File: src/rtl/fft_out_serializer.sv
// fft_out_serializer: buffers parallel 8-bin FFT frames in a two-slot
// ping-pong store and streams them out one bin per valid/ready beat.
//
// Ports:
//   clk, rst          rising-edge clock, synchronous active-high reset
//   in_valid          one-cycle strobe, in_re/in_im carry a full frame
//   in_re, in_im      bin k at [k*DW +: DW], signed
//   m_valid, m_ready  output handshake
//   m_re, m_im        current bin value from the read slot
//   m_idx, m_last     current bin index, high on bin 7
//   drop, drop_cnt    discard pulse and saturating discard count
module fft_out_serializer #(
   parameter int DW = 24,
   parameter int CW = 16
) (
   input  logic                 clk,
   input  logic                 rst,
   input  logic                 in_valid,
   input  logic [8*DW-1:0]      in_re,
   input  logic [8*DW-1:0]      in_im,
   output logic                 m_valid,
   input  logic                 m_ready,
   output logic signed [DW-1:0] m_re,
   output logic signed [DW-1:0] m_im,
   output logic [2:0]           m_idx,
   output logic                 m_last,
   output logic                 drop,
   output logic [CW-1:0]        drop_cnt
);

   // frame storage, never reset
   logic signed [DW-1:0] slot_re [0:1][0:7];
   logic signed [DW-1:0] slot_im [0:1][0:7];

   logic [1:0] count;
   logic       wp;
   logic       rp;
   logic [2:0] idx;

   logic       beat;
   logic       pop;
   logic       accept;
   logic       discard;
   logic [1:0] count_nxt;

   assign m_valid = (count != 2'd0);
   assign m_last  = m_valid & (idx == 3'd7);
   assign m_idx   = idx;
   assign m_re    = slot_re[rp][idx];
   assign m_im    = slot_im[rp][idx];

   assign beat    = m_valid & m_ready;
   assign pop     = beat & m_last;
   // a frame finishing this edge frees its slot for the arriving one
   assign accept  = in_valid & ((count < 2'd2) | pop);
   assign discard = in_valid & ~accept;

   always_comb begin
      count_nxt = count;
      if (accept & ~pop) begin
         count_nxt = count + 2'd1;
      end else if (pop & ~accept) begin
         count_nxt = count - 2'd1;
      end
   end

   // when full, wp == rp, so a write on pop lands in the freed slot
   always_ff @(posedge clk) begin
      if (accept) begin
         for (int k = 0; k < 8; k++) begin
            slot_re[wp][k] <= in_re[k*DW +: DW];
            slot_im[wp][k] <= in_im[k*DW +: DW];
         end
      end
   end

   always_ff @(posedge clk) begin
      if (rst) begin
         count <= 2'd0;
         wp    <= 1'b0;
         rp    <= 1'b0;
         idx   <= 3'd0;
      end else begin
         count <= count_nxt;
         if (accept) begin
            wp <= ~wp;
         end
         if (pop) begin
            idx <= 3'd0;
            rp  <= ~rp;
         end else if (beat) begin
            idx <= idx + 3'd1;
         end
      end
   end

   always_ff @(posedge clk) begin
      if (rst) begin
         drop     <= 1'b0;
         drop_cnt <= '0;
      end else begin
         drop <= discard;
         if (discard && (drop_cnt != {CW{1'b1}})) begin
            drop_cnt <= drop_cnt + 1'b1;
         end
      end
   end

endmodule

File: config.mk
export PLATFORM = sky130hd
export DESIGN_NAME = fft_out_serializer
export DESIGN_NICKNAME = d
export VERILOG_FILES = /design/src/rtl/fft_out_serializer.sv
export SDC_FILE = /design/constraint.sdc
export NUM_CORES = 1
export LEC_CHECK = 0
export BUFFER_PORTS_ARGS = -buffer_cell sky130_fd_sc_hd__buf_2
export CAP_MARGIN = 25
export CORE_MARGIN = 4
export CORE_UTILIZATION = 52
export DETAILED_ROUTE_END_ITERATION = 8
export GPL_TIMING_DRIVEN = 1
export PLACE_DENSITY = 0.74
export RECOVER_POWER = 50
export SETUP_SLACK_MARGIN = 0.3
export SLEW_MARGIN = 30
export SYNTH_ARGS = -nofsm -noshare
export SYNTH_HDL_FRONTEND = slang
export SYNTH_SLANG_ARGS = --single-unit
File: constraint.sdc
create_clock -name clk -period 24.2 [get_ports clk]
set_input_delay 1.21 -clock clk [delete_from_list [all_inputs] [get_ports clk]]
set_output_delay 1.21 -clock clk [all_outputs]
set_load 0.02 [all_outputs]
---- Word-level counts from Yosys, hierarchy flattened ----
Memory sizes are Yosys's and may differ from the RTL's. A register that Yosys moved wholly into a read port is not among the register bits.
Index checks and enable logic that the tools add are counted.
operators by class
  reductions and logical operators ........ 4
  div/mod/pow operators ................... 0
  order comparisons ....................... 2
  bitwise gates (word level) .............. 13
  mux-type cells .......................... 14
  add/sub/neg operators ................... 4
  multipliers ............................. 0
  shifts and indexed selects .............. 0
  eq/ne operators ......................... 2
operators by type and width
  cell                                                       count
  binary-select mux 24 bit (select 3 bit)                    2
  2-to-1 mux 24 bit                                          4
  adder 16 x 1 -> 16 bit (second input constant)             1
  != test 16 bit (second input constant)                     1
  AND 1 bit                                                  7
  2-to-1 mux 1 bit                                           6
  greater-or-equal comparator 4 bit (second input constant)  1
  2-to-1 mux 2 bit                                           2
  inverter 1 bit                                             4
  inverter 3 -> 4 bit                                        1
  nonzero test 2 bit                                         2
  adder 3 x 1 -> 3 bit (second input constant)               1
  equality test 3 bit (second input constant)                1
  adder 2 x 1 -> 2 bit (second input constant)               1
  < comparator 2 bit (second input constant)                 1
  OR reduction 2 bit                                         1
  subtractor 2 x 1 -> 2 bit (second input constant)          1
  logical AND 1 bit                                          1
  OR 1 bit                                                   1
storage, ports and cells
  logic and storage cells ................. 47
  RAM bits ................................ 768
  flip-flop bits (word level) ............. 24
  bits in latches ......................... 0
  ROM bits ................................ 0
  input bits .............................. 388
  memories kept ........................... 2
  output and inout bits ................... 70
memory list
  memory   words  bits a word  read ports  clocked after memory_dff  wr ports  line  source
  slot_im  2      192          1           1                         1         33    logic signed [DW-1:0] slot_im [0:1][0:7];
  slot_re  2      192          1           1                         1         32    logic signed [DW-1:0] slot_re [0:1][0:7];

---- Depth between registers and ports, before layout ----
  word-level depth ........................ 9
  mapped depth ............................ 9

---- Worst setup path after synthesis ----
OpenSTA, ideal clock, no wires.
  kind .................................... input port to flip-flop
  from .................................... in m_ready
  to ...................................... mem slot_im[0][0] in the netlist's numbering, enable pin
  arrival ................................. 17.306 ns
  buffers on the path ..................... 0
  required time ........................... 23.062 ns
  setup time .............................. 1.138 ns
  path slack .............................. 5.756 ns
  cell stages on the path ................. 3
  cells stage by stage .................... a21bo_2 nand2_1 nor2_1
between the ends
  cells in the longest elaborated chain, start to end .. 6
ends and longest elaborated chain
  what                                    line  source
  from (decl)                             22    input logic m_ready,
  AND 1 bit                               52    assign beat = m_valid & m_ready;
  AND 1 bit                               53    assign pop = beat & m_last;
  OR 1 bit                                55    assign accept = in_valid & ((count < 2'd2) | pop);
  AND 1 bit                               55
  2-to-1 mux 1 bit                        69    if (accept) begin
  2-to-1 mux 1 bit (not written as such)  72    slot_im[wp][k] <= in_im[k*DW +: DW];
  to (decl)                               33
Every way passes these cells.

---- Worst setup path after layout ----
  from .................................... reg idx[0] (netlist: m_idx[0])
  to ...................................... out m_re[23]
between the ends
  cells in the longest elaborated chain, start to end .. 4
ends and longest elaborated chain
  what                                                   line  source
  from (decl)                                            38    logic [2:0] idx;
  from (signal assigned)                                 92    idx <= idx + 3'd1;
  inverter 3 -> 4 bit (not written as such)              49    assign m_re = slot_re[rp][idx];
  binary-select mux 24 bit (select 3 bit)                49
  2-to-1 mux 24 bit (not written as such) (2 in series)  49
  to (decl)                                              23    output logic signed [DW-1:0] m_re,
Every way passes these cells. The select of a mux whose other input is x is not followed.

==> reports/qor.yml <==
timing:
  fin_crit_ps: 5679
  rsz0062_at_grt: "false"
  finalCritPeriodShare_pct: 23.47
  finClkSkew_ps: 13.54
  slew_headroom_pct: -9.662
  setup_violations: 0
  setup_tns_ps: 0
  setup_slack_ps: 18520
  finalMaxSlewViolations: 51
  hold_viol: 0
  max_freq_ghz: 0.1761
  worstMarginPinSlew_ps: 1639
drt:
  firstDrtPassIters: 5
  ant_nets: 0
  wire_per_inst_um: 25.13
  viasPerCell: 5.770
  drc: 0
  drt-initial-drc-count: 1361
  drt_wl_total_um: 66560
  route.met3.wl_um: 6400
  top_layer: "met5"
  wl_met1_um: 24100
  vias: 15290
  wl_met2_um: 34170
power:
  p_comb_share_pct: 9.4
  p_int_mw: 2.458
  p_leak_nw: 11.49
  ir_drop_mv: 0.08870
  pwr-share-seq_pct: 53.5
  p_sw_mw: 0.7086
  swShare_pct: 22.38
  power_frac_clock_pct: 37.1
  power.density_nw_per_um2: 89.51
synthesis:
  avgSynthCellArea_sq_um: 22.60
  synthTopCellsByArea: "edfxtp_1 77%, mux4_2 14%, a22oi_1 2.4%"
  synth_nets: 1715
  seq_area_frac_synth_pct: 78.80
  ys.flop_type: "edfxtp_1"
  yosys_warnings: 0
  ys_seq_elements: 793
  syn_inst: 1323
  synth_top_area_share_pct: 77.13
  synth_edf_count: 768
  synth_area_sq_um: 29900
  async_flop_share_pct: 0
  yosysTopAreaCell: "edfxtp_1"
  ys_types: 49
setup_path:
  start_kind: "flop"
  crit_arrival_ps: 4470
  worstPathRequired_ps: 22990
  crit_path_end_kind: "output pin"
  crit_type: "flop to output pin"
  crit_fanout: 68
cells_and_area:
  drive_gt1_share_pct: 29.34
  fin_nets: 2203
  final_cell_mix: "768 x edfxtp_1, 263 x clkbuf_1, 204 x buf_2, 192 x mux4_2, 96 x a22oi_1"
  final_common_cell: "edfxtp_1"
  area_growth_pct: 18.30
placed_design:
  gp_congestion: 0.7801
  io_buffers: 457
  dp_slack_ps: 19190
  place_hpwl_um: 42240
floorplan:
  ios: 458
  dieWidth_um: 247.8
  start_util_pct: 52.82
  rows: 87
  core_sq_um: 56600
  dieArea_sq_um: 61400
  die_h_um: 247.8
clock_tree:
  clk-insertion-delay-late_ps: 610
  clock-sinks: 793
  clockRootBuffer: "clkbuf_16"
  cts.htree.levels: 3
  cts-buffers-inserted: 79
  path_clk_slew_ps: 60
  cts_tree: "done"
  post_cts_resized: 0
  postCtsHoldBufs: 0
  cts_setup_buffers: 0
  cts_buffer_depth: 3
global_routing:
  overflow: 0
  grt_pass1_wl_um: 96780
  grt_pass1_vias: 16170
  antenna_found_initial: 35
  grt_start_max_net_pins: 178
  grt_usage_pct: 21.26
status:
  outcome: "finished with violations"
  violations: "capacitance limit, slew limit"
worst_hold_path:
  hold_class: "flop to flop"
job:
  max-cap-violations: 2
area by class of cell:
cell class	instances	area [sq um]
sequential	793	23570
fill	3992	21230
multi-input combinational	455	6051
timing repair buffer	477	2222
clock buffer	96	2168
tap	756	945.9
clock inverter	45	345.3
antenna	22	55.05
inverter	5	18.77
worst paths after layout:
check            from        endpoint  slack, ps  depth (start not counted)
max          m_idx[0]        m_re[23]      18520                          6
max reg2reg  m_idx[0]  slot_im[0][26]      18650                          7
min reg2reg  count[1]        count[1]        530                          2
min          count[1]        count[1]        530                          2
state kept, by name, indices dropped and copies added, names as in the netlist, named ones only:
| signal | count |
|---|---|
| m_idx | 3 |
| slot_im | 384 |
| rp | 1 |
| count | 2 |
| wp | 1 |
| slot_re | 384 |
| drop | 1 |
| drop_cnt | 16 |
layer usage:
metal	global-route usage, %	vias to the layer above
li1	-	6667
met1	26.30	7804
met2	35.52	652
met3	7.563	132
met4	6.786	30
met5	0	-
worst max-delay path, cell delays in order (launching register included):
cell	delay, ps
dfxtp_1	1360
buf_4	690
buf_6	630
mux4_2	400
a22oi_1	420
nand2_1	100
buf_2	180
power by group through the flow:
stage | clock network [mW] | logic, mW | registers [mW]
final | 1.18 | 0.298 | 1.69
after global placement | 0 | 0.296 | 1.71
after global routing | 1.26 | 0.321 | 1.70
after detailed placement | 0 | 0.303 | 1.72
after floorplan | 0 | 0.188 | 1.78
after CTS | 1.20 | 0.304 | 1.69
cells by family after synthesis:
family | after synthesis | share of synthesized area (%)
AO/OA/AOI/OAI | 130 | 3.176
XOR/XNOR | 4 | 0.1172
multiplexers | 195 | 14.57
flip-flops | 793 | 78.80
AND/OR/NAND/NOR | 122 | 2.088
adder cells (fa/ha/maj) | 4 | 0.1674
buffers and inverters | 75 | 1.075
cells in the mapped netlist (all sizes together) (7+ instances only):
library cell / count
a21oi: 12
a22oi: 96
nor2: 17
dfxtp: 25
nand2: 54
edfxtp: 768
clkbuf: 39
buf: 31
mux4: 192
nand4: 7
stage by stage:
stage / area, sq um / power (mW) / instances / utilization, % / hold slack [ps]
after global placement: 33040 / 2.008 / 2483 / 58.37 / 488.5
final: 35370 / 3.166 / 2649 / 62.49 / 527.5
after floorplan: 29900 / 1.972 / 1323 / - / 472.5
after detailed placement: 33040 / 2.024 / 2483 / 58.38 / 523.2
after CTS: 35560 / 3.200 / 2624 / 62.82 / 534.5
after global routing: 35350 / 3.286 / 2641 / 62.46 / 564.0
Note: power is estimated with default switching activity, not from simulation.
